## config.mk

```make
export PLATFORM = sky130hd
export DESIGN_NAME = led_pwm_fader
export DESIGN_NICKNAME = d
export VERILOG_FILES = /design/src/rtl/led_pkg.sv /design/src/rtl/led_pwm_chan.sv /design/src/rtl/led_pwm_fader.sv
export SDC_FILE = /design/constraint.sdc
export NUM_CORES = 1
export LEC_CHECK = 0
export ABC_AREA = 1
export BUFFER_PORTS_ARGS = -buffer_cell sky130_fd_sc_hd__buf_2
export CORE_AREA = 2 2 130 132
export CTS_BUF_LIST = sky130_fd_sc_hd__clkbuf_16
export DETAILED_ROUTE_END_ITERATION = 10
export DIE_AREA = 0 0 132 134
export HOLD_SLACK_MARGIN = 0.1
export PLACE_DENSITY = 0.87
export SLEW_MARGIN = 20
export SYNTH_ARGS = -nofsm -noshare
export SYNTH_HDL_FRONTEND = slang
export SYNTH_SLANG_ARGS = --single-unit
export TNS_END_PERCENT = 5
```

## constraint.sdc

```tcl
create_clock -name clk -period 5.35 [get_ports clk]
set_clock_uncertainty 0.2 [all_clocks]
set_input_delay 0.535 -clock clk [delete_from_list [all_inputs] [get_ports clk]]
set_output_delay 0.535 -clock clk [all_outputs]
set_load 0.02 [all_outputs]
```

## src/rtl/led_pkg.sv

```systemverilog
// Shared constants, brightness type and saturating subtract for the LED PWM fader.
package led_pkg;

    localparam int unsigned DEF_N_LED      = 14;
    localparam int unsigned DEF_PWM_BITS   = 8;
    localparam int unsigned DEF_DECAY_DIV  = 65536;
    localparam int unsigned DEF_DECAY_STEP = 16;

    typedef logic [DEF_PWM_BITS-1:0] bright_t;

    // a - b, clamped at 0; the extra top bit of the difference is the borrow
    function automatic logic [31:0] sat_sub(input logic [31:0] a, input logic [31:0] b);
        logic [32:0] d;
        d = {1'b0, a} - {1'b0, b};
        return d[32] ? 32'd0 : d[31:0];
    endfunction

endpackage

```

## src/rtl/led_pwm_chan.sv

```systemverilog
// One LED channel: brightness register with decay, optional gamma, PWM compare and drive flop.
// Build option: LED_PWM_FADER_GAMMA_EN squares brightness into the duty value.
module led_pwm_chan
    import led_pkg::*;
#(
    parameter int unsigned PWM_BITS   = DEF_PWM_BITS,
    parameter int unsigned DECAY_STEP = DEF_DECAY_STEP
) (
    input  logic                clk,
    input  logic                rst,
    input  logic                i_pattern,
    input  logic [PWM_BITS-1:0] i_level,
    input  logic [PWM_BITS-1:0] i_pwm_cnt,
    input  logic                i_tick,
    output logic                o_led_n
);

    logic [PWM_BITS-1:0] r_bright;
    logic                r_led_n;
    logic [PWM_BITS-1:0] w_dec;
    logic [PWM_BITS-1:0] w_duty;

    assign w_dec = PWM_BITS'(sat_sub(32'(r_bright), 32'(DECAY_STEP)));

`ifdef LED_PWM_FADER_GAMMA_EN
    localparam int unsigned SQ_W = 2 * PWM_BITS;
    logic [SQ_W-1:0] w_sq;

    // Squared response, kept combinational so every channel has the same latency
    assign w_sq   = SQ_W'(r_bright) * SQ_W'(r_bright);
    assign w_duty = PWM_BITS'(w_sq >> PWM_BITS);
`else
    assign w_duty = r_bright;
`endif

    // A lit request overrides a coincident decay tick
    always_ff @(posedge clk) begin
        if (rst) begin
            r_bright <= '0;
            r_led_n  <= 1'b1;
        end else begin
            if (i_pattern) begin
                r_bright <= i_level;
            end else if (i_tick) begin
                r_bright <= w_dec;
            end
            r_led_n <= ~(w_duty > i_pwm_cnt);
        end
    end

    assign o_led_n = r_led_n;

endmodule

```

## src/rtl/led_pwm_fader.sv

```systemverilog
// LED PWM fader top: shared PWM counter, decay prescaler and frame pulse feeding N_LED channels.
// Build option: LED_PWM_FADER_GAMMA_EN (gamma-corrected duty in each channel).
module led_pwm_fader
    import led_pkg::*;
#(
    parameter int unsigned N_LED      = DEF_N_LED,
    parameter int unsigned PWM_BITS   = DEF_PWM_BITS,
    parameter int unsigned DECAY_DIV  = DEF_DECAY_DIV,
    parameter int unsigned DECAY_STEP = DEF_DECAY_STEP
) (
    input  logic                clk,
    input  logic                rst,
    input  logic [N_LED-1:0]    pattern,
    input  logic [PWM_BITS-1:0] level,
    output logic [N_LED-1:0]    led_n,
    output logic                frame
);

    localparam int unsigned     PRE_W   = (DECAY_DIV > 1) ? $clog2(DECAY_DIV) : 1;
    localparam logic [PRE_W-1:0] PRE_MAX = PRE_W'(DECAY_DIV - 1);

    logic [PWM_BITS-1:0] r_pwm_cnt;
    logic [PRE_W-1:0]    r_pre;
    logic                r_frame;
    logic                w_tick;

    assign w_tick = (r_pre == PRE_MAX);

    // Free-running PWM counter, decay prescaler and wrap pulse
    always_ff @(posedge clk) begin
        if (rst) begin
            r_pwm_cnt <= '0;
            r_pre     <= '0;
            r_frame   <= 1'b0;
        end else begin
            r_pwm_cnt <= r_pwm_cnt + PWM_BITS'(1);
            r_pre     <= w_tick ? '0 : r_pre + PRE_W'(1);
            r_frame   <= (r_pwm_cnt == '1);
        end
    end

    assign frame = r_frame;

    for (genvar g = 0; g < int'(N_LED); g++) begin : g_chan
        led_pwm_chan #(
            .PWM_BITS   (PWM_BITS),
            .DECAY_STEP (DECAY_STEP)
        ) u_chan (
            .clk        (clk),
            .rst        (rst),
            .i_pattern  (pattern[g]),
            .i_level    (level),
            .i_pwm_cnt  (r_pwm_cnt),
            .i_tick     (w_tick),
            .o_led_n    (led_n[g])
        );
    end

endmodule
```

==> results of run 1 <==
[layout make-up]
cell class	instances	share of cell area, %
clock buffers	17	4.12
clock inverters	15	1.85
inverters	116	4.22
multi-input cells	987	55.7
flip-flops and latches	151	29.3
well taps	220	2.67
repair buffers	42	2.16
[registers in the layout (all words and copies together), names as in the netlist]
name,cells
g_chan.u_chan.r_bright,112
r_pre,16
g_chan.u_chan.o_led_n,14
r_pwm_cnt,8
frame,1
[worst reg2reg max path: cells and delay by family, from the launching register on]
family | cells | cell delay (ns)
adder cells (fa/ha/maj) | 1 | 0.30
AO/OA/AOI/OAI | 2 | 0.47
buffers and inverters | 1 | 0.75
flip-flops | 1 | 0.31
AND/OR/NAND/NOR | 2 | 0.25
[cells by family after synthesis]
family / Yosys count / synth area share (%)
flops: 151 / 31.7
fa+ha+maj: 128 / 16.8
simple gates: 560 / 25.0
xor+xnor: 18 / 1.65
buf+inv: 176 / 7.98
compound gates: 281 / 16.9
[layer usage]
layer	share of wire [%]	vias to the layer above	track usage, %
met3	7.0	88	5.37
met5	0	-	0
met1	41	4189	33.7
li1	-	4429	-
met2	48	361	48.7
met4	4.0	0	14.1
[path summary, 6_finish.rpt]
check | startpoint | cells after the start | slack [ns] | to
max reg2reg | r_pwm_cnt[3]$_SDFF_PP0_ | 6 | 2.90 | g_chan[12].u_chan.o_led_n$_SDFF_PP1_
max | r_pwm_cnt[3]$_SDFF_PP0_ | 6 | 2.90 | g_chan[12].u_chan.o_led_n$_SDFF_PP1_
min | pattern[1] | 3 | 0.23 | g_chan[1].u_chan.r_bright[1]$_SDFFE_PP0P_
min reg2reg | r_pre[0]$_SDFF_PP0_ | 1 | 0.25 | r_pre[0]$_SDFF_PP0_
[synth_stat cells, drive strengths merged, types with 10 or more instances]
master,count
a211oi,14
a21oi,161
a31oi,11
buf,22
clkbuf,38
dfxtp,151
ha,128
inv,116
nand2,353
nand3,94
nand3b,10
nand4,32
nor2,61
o21a,15
o21ai,79
xnor2,17
[through the flow]
stage	hold slack, ns	utilization (%)	power [mW]	cell area, µm²
2_1_floorplan	0.218	-	1.77	9530
3_5_place_dp	0.247	59.6	1.90	9710
3_3_place_gp	0.235	59.6	1.87	9710
5_1_grt	0.240	63.4	3.33	10300
6_report	0.232	63.4	3.18	10300
4_1_cts	0.226	63.4	3.17	10300
[power by group]
part	switching [mW]	internal, mW
sequential	0.0582	1.20
clock	0.467	0.812
combinational	0.388	0.247
total	0.914	2.26
==> impl_metrics.py, run 1 <==
metrics = {
    "status": {
        "status": "complete, no violations",
    },
    "final_layout": {
        "mostFrequentLayoutCell": "nand2_1",
        "layout.cells.non_filler": 1548,
        "multi_input_area_um2": 5750,
        "fin_nets": 1467,
        "seqCellArea_um2": 3020,
        "final_layout_size_suffix_gt1_share_pct": 6.33,
        "synthToLayoutAreaGrowth_pct": 8.34,
        "nFillCells": 1398,
        "n_antenna_cell": 0,
        "final_cell_mix": "nand2_1 (351), a21oi_1 (161), dfxtp_1 (151)",
    },
    "die": {
        "die_w_um": 132,
        "fp.dieH_um": 134,
        "ios": 39,
        "num_rows": 47,
        "core-area_um2": 16300,
        "design.die.area_um2": 17700,
        "initial_utilization_pct": 58.5,
    },
    "worst_setup_path": {
        "critical_path_arrival_ns": 2.53,
        "crit_family": "buffers and inverters",
        "cp-end-kind": "register",
        "cpPeakStageDelay_ns": 0.75,
        "cp_num_buf_inv": 1,
        "crit_slowest_cell": "inv_1",
        "crit_path_start_kind": "register",
        "worstPathMaxFanout": 18,
        "crit_type": "register to register",
        "crit_path_cell_trace": "inv_1 -> ha_1 -> nand2_1 -> o21a_1 -> o21ai_0 -> nand3_1",
        "critPathRequiredTime_ns": 5.43,
    },
    "route": {
        "drtAntennaViolNets": 0,
        "drc_errors": 0,
        "avgViaCountPerCell": 5.86,
        "routed_wl_um": 24900,
        "dr_total_vias": 9067,
        "avgRoutedWirePerCell_um": 16.1,
        "dr.pass1.iters": 6,
        "drtIter0Drc": 1012,
    },
    "pwr": {
        "irDropWorstVdd_v": 0.000255,
        "pwr_density_cell_nw_per_um2": 308,
        "leakage_nw": 4.49,
    },
    "place": {
        "pre_cts_slack_ns": 2.93,
        "io_buffers": 38,
        "routabilityCongestion": 0.883,
        "dp_cells": 1516,
        "dp_hpwl_um": 15800,
    },
    "synthesis": {
        "synth_area_leaders": "dfxtp_1 (32%), ha_1 (17%), nand2_1 (14%)",
        "ys_types": 30,
        "syn-mean-instance-area_um2": 7.25,
        "postSynthRegisterBits": 151,
        "synth-async-reset-ratio_pct": 0,
        "synthFlopType": "dfxtp_1",
        "synth_edf_count": 0,
        "ys_warn_count": 0,
        "synth_top_cell_by_area": "dfxtp_1",
        "yosysSeqAreaShare_pct": 31.7,
        "synth_top_area_share_pct": 31.7,
        "syn_inst": 1314,
        "synth_area_um2": 9530,
        "syn-num-nets": 1466,
    },
    "timing": {
        "maxSlewHeadroom_pct": 30.0,
        "slew_violations": 0,
        "period_share_pct": 45.8,
        "finalHoldViolations": 0,
        "fmax_ghz": 0.409,
        "setup_viol": 0,
        "tns_ns": 0,
        "tightest_slew_ns": 1.05,
        "layout_min_cycle_time_ns": 2.45,
        "rsz0062_at_grt": "false",
        "fin_ws_ns": 2.90,
    },
    "clock_network": {
        "post_cts_resized": 0,
        "root_buffer": "clkbuf_16",
        "clkLatencyLatePin_ns": 0.43,
        "cts_tree": "built",
        "hold_buffers": 0,
        "cts_buffers": 17,
        "ctsHtreeMaxLevel": 4,
        "cts_buffer_depth": 2,
        "clk_pin_slew_ns": 0.06,
        "post_cts_buffers": 0,
        "cts_sinks": 151,
    },
    "min_path": {
        "worst_hold_path_type": "input port to register",
    },
    "global_route": {
        "grt_pass1_vias": 8504,
        "grtUsageTotal_pct": 28.2,
        "grt_max_degree": 74,
        "antenna_found_initial": 0,
        "grt_overflow_total": 0,
        "grt_pass1_wl_um": 40400,
    },
    "job": {
        "drv_cap": 0,
    },
}
Power figures use the tool's default switching activity.
==> run 2: changes to the inputs <==
--- a/config.mk
+++ b/config.mk
@@ -7,10 +7,10 @@
 export LEC_CHECK = 0
 export ABC_AREA = 1
 export BUFFER_PORTS_ARGS = -buffer_cell sky130_fd_sc_hd__buf_2
-export CORE_AREA = 2 2 130 132
+export CORE_AREA = 2 2 133 135
 export CTS_BUF_LIST = sky130_fd_sc_hd__clkbuf_16
 export DETAILED_ROUTE_END_ITERATION = 10
-export DIE_AREA = 0 0 132 134
+export DIE_AREA = 0 0 135 137
 export HOLD_SLACK_MARGIN = 0.1
 export PLACE_DENSITY = 0.87
 export SLEW_MARGIN = 20
==> constraint.sdc (replaced) <==
create_clock -name clk -period 2.1 [get_ports clk]
set_clock_uncertainty 0.2 [all_clocks]
set_input_delay 0.21 -clock clk [delete_from_list [all_inputs] [get_ports clk]]
set_output_delay 0.21 -clock clk [all_outputs]
set_load 0.02 [all_outputs]
==> run 2 against run 1 <==
  * Sequential power rose to 2.6 times the previous value
  * Wire length up 3.9%
  * Final area grew 5.8%
  * Fmax rose by 24%
  * Cell count up 4.2%
  * Hold slack got worse by 0.055 ns
  * Die area increased by 4.6%
==> impl_metrics.py, run 2 (synthesized netlist as in run 1, its figures left out) <==
metrics = {
    "place": {
        "routabilityCongestion": 0.858,
        "dp_hpwl_um": 16500,
        "io_buffers": 38,
        "dp_cells": 1551,
    },
    "route": {
        "avgRoutedWirePerCell_um": 16.0,
        "drtIter0Drc": 886,
        "drc_errors": 0,
        "dr_total_vias": 9485,
        "drtAntennaViolNets": 0,
        "routed_wl_um": 25800,
        "dr.pass1.iters": 6,
        "avgViaCountPerCell": 5.88,
    },
    "worst_setup_path": {
        "cp-end-kind": "register",
        "timing.rr.start": "r_pre[0]$_SDFF_PP0_",
        "critPathRequiredTime_ns": 2.20,
        "r2r_end": "g_chan[5].u_chan.r_bright[1]$_SDFFE_PP0P_",
        "startpoint": "r_pre[0]$_SDFF_PP0_",
        "r2r_cells": 9,
        "crit_path_start_kind": "register",
        "critical_path_arrival_ns": 2.08,
        "crit_type": "register to register",
        "worstPathMaxFanout": 11,
        "r2r_slack_ns": 0.12,
    },
    "die": {
        "core-area_um2": 17100,
        "initial_utilization_pct": 55.9,
        "die_w_um": 135,
        "num_rows": 48,
        "fp.dieH_um": 137,
        "ios": 39,
        "design.die.area_um2": 18500,
    },
    "min_path": {
        "worst_hold_path_type": "input port to register",
        "min_path_cells": 5,
        "min_from": "level[7]",
        "hold_end": "g_chan[0].u_chan.r_bright[7]$_SDFFE_PP0P_",
    },
    "clock_network": {
        "cts_tree": "built",
        "ctsHtreeMaxLevel": 4,
        "root_buffer": "clkbuf_16",
        "clkLatencyLatePin_ns": 0.43,
        "clk_pin_slew_ns": 0.06,
        "cts_buffer_depth": 2,
        "cts_sinks": 151,
        "cts_buffers": 17,
    },
    "global_route": {
        "grt_max_degree": 62,
        "grt_pass1_wl_um": 41600,
        "grt_overflow_total": 0,
        "grt_pass1_vias": 8983,
        "grtUsageTotal_pct": 28.2,
        "antenna_found_initial": 0,
    },
    "timing": {
        "setup_viol": 0,
        "layout_min_cycle_time_ns": 1.98,
        "finalHoldViolations": 0,
        "maxSlewHeadroom_pct": 64.4,
        "tns_ns": 0,
        "tightest_slew_ns": 0.535,
        "holdWs_ns": 0.177,
        "rsz0062_at_grt": "false",
        "period_share_pct": 94.1,
        "fmax_ghz": 0.506,
        "slew_violations": 0,
    },
    "final_layout": {
        "n_antenna_cell": 0,
        "fin_nets": 1527,
        "mostFrequentLayoutCell": "nand2_1",
        "final_cell_mix": "nand2_1 (350), a21oi_1 (161), dfxtp_1 (151)",
        "regMostFlops": "g_chan.u_chan.r_bright",
        "layout.cells.non_filler": 1613,
        "largest_reg_flops": 112,
        "synthToLayoutAreaGrowth_pct": 14.6,
        "final_layout_size_suffix_gt1_share_pct": 9.65,
    },
    "pwr": {
        "irDropWorstVdd_v": 0.000636,
        "power.internal_mw": 5.64,
        "leakage_nw": 4.76,
        "power_frac_seq_pct": 39.8,
        "pwr_density_cell_nw_per_um2": 741,
        "switching_share_pct": 30.4,
        "finalPower_mw": 8.09,
        "clkPwrFrac_pct": 39.0,
        "combPwrFrac_pct": 21.2,
        "p_switching_mw": 2.46,
    },
    "status": {
        "status": "complete, no violations",
    },
    "job": {
        "drv_cap": 0,
    },
}
[run 2: routing by layer]
metal  global-route usage (%)  part of all wire (%)
met5                        0                     0
met2                     47.8                    47
met4                     16.0                   4.8
met1                     34.0                    40
met3                     4.56                   8.2
[run 2: cell type report]
type | instances | area [µm²]
Timing Repair Buffer | 102 | 807
Fill cell | 1380 | 6130
Inverter | 116 | 447
Multi-Input combinational cell | 987 | 5760
Sequential cell | 151 | 3020
Clock buffer | 17 | 425
Clock inverter | 15 | 181
Tap cell | 225 | 282
[run 2: metrics by stage]
stage	util, %	worst slack, ns	cell area [µm²]
6_report	64.0	0.124	10900
5_1_grt	64.0	0.00350	10900
4_1_cts	63.4	0.0827	10800
3_5_place_dp	58.6	0.0649	9990
3_3_place_gp	58.6	0.112	9990
2_1_floorplan	-	0.302	9530
[run 2: power groups by stage]
stage	logic [mW]	clock network, mW	registers, mW
floorplan	1.28	0	3.23
global placement	1.53	0	3.27
detailed placement	1.60	0	3.27
CTS	1.67	3.17	3.22
global route	1.94	3.28	3.24
finish	1.72	3.16	3.22
[run 2: critical path: stages (launching register included)]
cell and delay (ns):
dfxtp_1 0.35, ha_1 0.17, nand2_1 0.09, nor2_2 0.16, nand2_4 0.18, buf_4 0.23, o21ai_4 0.16, nand2_1 0.12
nand2_1 0.10, a21oi_1 0.07
[run 2: how the worst max path moves through the flow]
stage	endpoint	slack (ns)	depth (start not counted)
after CTS	g_chan[13].u_chan.o_led_n$_SDFF_PP1_	0.08	6
after global placement	g_chan[13].u_chan.o_led_n$_SDFF_PP1_	0.11	6
final	g_chan[5].u_chan.r_bright[1]$_SDFFE_PP0P_	0.12	9
after detailed placement	g_chan[13].u_chan.o_led_n$_SDFF_PP1_	0.06	6
after floorplan	g_chan[9].u_chan.r_bright[4]$_SDFFE_PP0P_	0.30	10
after global routing	g_chan[7].u_chan.o_led_n$_SDFF_PP1_	0.004	8
[run 2: repair_timing]
| action | CTS | global route |
|---|---|---|
| resized for setup | 0 | 6 |
| hold buffers | 22 | 0 |
| hold endpoints to repair | 116 | 0 |
| setup endpoints to repair | 0 | 12 |
| buffers inserted | 0 | 8 |
==> run 3: changes to the inputs <==
--- a/config.mk
+++ b/config.mk
@@ -7,12 +7,12 @@
 export LEC_CHECK = 0
 export ABC_AREA = 1
 export BUFFER_PORTS_ARGS = -buffer_cell sky130_fd_sc_hd__buf_2
-export CORE_AREA = 2 2 133 135
+export CORE_AREA = 2 2 142 144
 export CTS_BUF_LIST = sky130_fd_sc_hd__clkbuf_16
 export DETAILED_ROUTE_END_ITERATION = 10
-export DIE_AREA = 0 0 135 137
+export DIE_AREA = 0 0 144 146
 export HOLD_SLACK_MARGIN = 0.1
-export PLACE_DENSITY = 0.87
+export PLACE_DENSITY = 0.79
 export SLEW_MARGIN = 20
 export SYNTH_ARGS = -nofsm -noshare
 export SYNTH_HDL_FRONTEND = slang
==> run 3 against run 2 <==
  * Sequential share of layout area increased by 0.35 points
  * Global-route usage decreased by 4.0 points
  * Register-to-register slack improved by 0.04 ns
  * Largest cell class unchanged
==> impl_metrics.py, run 3 (synthesized netlist as in run 1, its figures left out) <==
metrics = {
    "final_layout": {
        "synthToLayoutAreaGrowth_pct": 13.2,
        "nFillCells": 1775,
        "n_antenna_cell": 0,
        "final_layout_size_suffix_gt1_share_pct": 8.28,
        "fin_area_um2": 10800,
        "mostFrequentLayoutCell": "nand2_1",
        "final_cell_mix": "nand2_1 (351), a21oi_1 (161), dfxtp_1 (151)",
        "largest_reg_flops": 112,
        "regMostFlops": "g_chan.u_chan.r_bright",
        "fin_nets": 1515,
    },
    "timing": {
        "setup_viol": 0,
        "tns_ns": 0,
        "fmax_ghz": 0.516,
        "layout_min_cycle_time_ns": 1.94,
        "rsz0062_at_grt": "false",
        "maxSlewHeadroom_pct": 60.8,
        "finalHoldViolations": 0,
        "tightest_slew_ns": 0.588,
        "slew_violations": 0,
        "period_share_pct": 92.4,
    },
    "die": {
        "fp.dieH_um": 146,
        "num_rows": 51,
        "initial_utilization_pct": 49.3,
        "ios": 39,
        "design.die.area_um2": 21000,
        "die_w_um": 144,
        "core-area_um2": 19300,
    },
    "clock_network": {
        "clkLatencyLatePin_ns": 0.43,
        "cts_tree": "built",
        "cts_buffer_depth": 2,
        "root_buffer": "clkbuf_16",
        "clk_pin_slew_ns": 0.07,
        "post_cts_buffers": 0,
        "cts_buffers": 17,
        "ctsHtreeMaxLevel": 4,
        "cts_sinks": 151,
    },
    "status": {
        "status": "complete, no violations",
    },
    "place": {
        "routabilityCongestion": 0.840,
        "dp_hpwl_um": 16200,
        "io_buffers": 38,
        "place_area_um2": 9990,
    },
    "route": {
        "dr.pass1.iters": 6,
        "avgRoutedWirePerCell_um": 15.0,
        "drtIter0Drc": 754,
        "drc_errors": 0,
        "avgViaCountPerCell": 5.52,
        "dr_total_vias": 9055,
        "drtAntennaViolNets": 0,
        "routed_wl_um": 24600,
    },
    "pwr": {
        "leakage_nw": 4.68,
        "pwr_density_cell_nw_per_um2": 717,
        "irDropWorstVdd_v": 0.000658,
        "finalPower_mw": 7.73,
    },
    "job": {
        "drv_cap": 0,
    },
    "worst_setup_path": {
        "critical_path_arrival_ns": 2.10,
        "critPathRequiredTime_ns": 2.26,
        "worstPathMaxFanout": 11,
        "crit_path_start_kind": "register",
        "crit_type": "register to register",
        "cp-end-kind": "register",
    },
    "min_path": {
        "worst_hold_path_type": "input port to register",
    },
    "global_route": {
        "grt_overflow_total": 0,
        "grt_max_degree": 131,
        "grt_pass1_vias": 8505,
        "grt_pass1_wl_um": 40900,
        "grtUsageTotal_pct": 24.1,
        "antenna_found_initial": 0,
    },
}
==> run 3: where the power goes <==
part	leakage [nW]	total [mW]	internal, mW	switching (mW)
Sequential	1.24	3.21	3.07	0.141
Clock	0.267	2.87	1.53	1.33
Combinational	3.17	1.66	0.677	0.982
Total	4.68	7.73	5.28	2.46
==> run 3: area by class of cell <==
type | count | area [µm²] | share of cell area, %
multi-input cells | 987 | 5760 | 53.4
flip-flops and latches | 151 | 3020 | 28.0
repair buffers | 90 | 697 | 6.46
inverters | 116 | 435 | 4.04
clock buffers | 17 | 425 | 3.94
well taps | 265 | 332 | 3.07
clock inverters | 15 | 118 | 1.09
==> run 3: per-layer routing <==
metal	global-route usage, %	share of wire, %
met1	31.2	44
met2	39.9	47
met3	3.46	5.3
met4	10.6	3.7
met5	0	0
==> run 3: worst max-delay path, cell delays in order, from the launching register on <==
cell,delay (ns)
dfxtp_1,0.37
inv_1,0.15
buf_12,0.20
ha_1,0.32
nand2_1,0.07
nor2_1,0.04
a211oi_1,0.24
o21ai_0,0.14
nand2_1,0.12
==> run 3: metrics by stage <==
stage,cells,setup slack [ns],hold slack (ns),utilization (%)
floorplan,1314,0.302,0.150,-
global placement,1585,0.197,0.231,51.7
detailed placement,1585,0.134,0.238,51.7
CTS,1641,0.0831,0.160,55.7
global route,1641,0.0146,0.182,55.8
finish,1641,0.161,0.180,55.8
==> run 3: path summary, 6_finish.rpt <==
kind	depth (start not counted)	startpoint	endpoint	slack (ns)
min	5	level[4]	g_chan[2].u_chan.r_bright[4]$_SDFFE_PP0P_	0.18
min reg2reg	1	r_pre[0]$_SDFF_PP0_	r_pre[0]$_SDFF_PP0_	0.25
max reg2reg	8	r_pwm_cnt[6]$_SDFF_PP0_	g_chan[7].u_chan.o_led_n$_SDFF_PP1_	0.16
max	8	r_pwm_cnt[6]$_SDFF_PP0_	g_chan[7].u_chan.o_led_n$_SDFF_PP1_	0.16
==> run 3: timing repair <==
| item | CTS | global route |
|---|---|---|
| endpoints found under the hold margin | 117 | 0 |
| hold buffers | 24 | 0 |
| endpoints found under the setup margin | 0 | 26 |
| resized for setup | 0 | 2 |
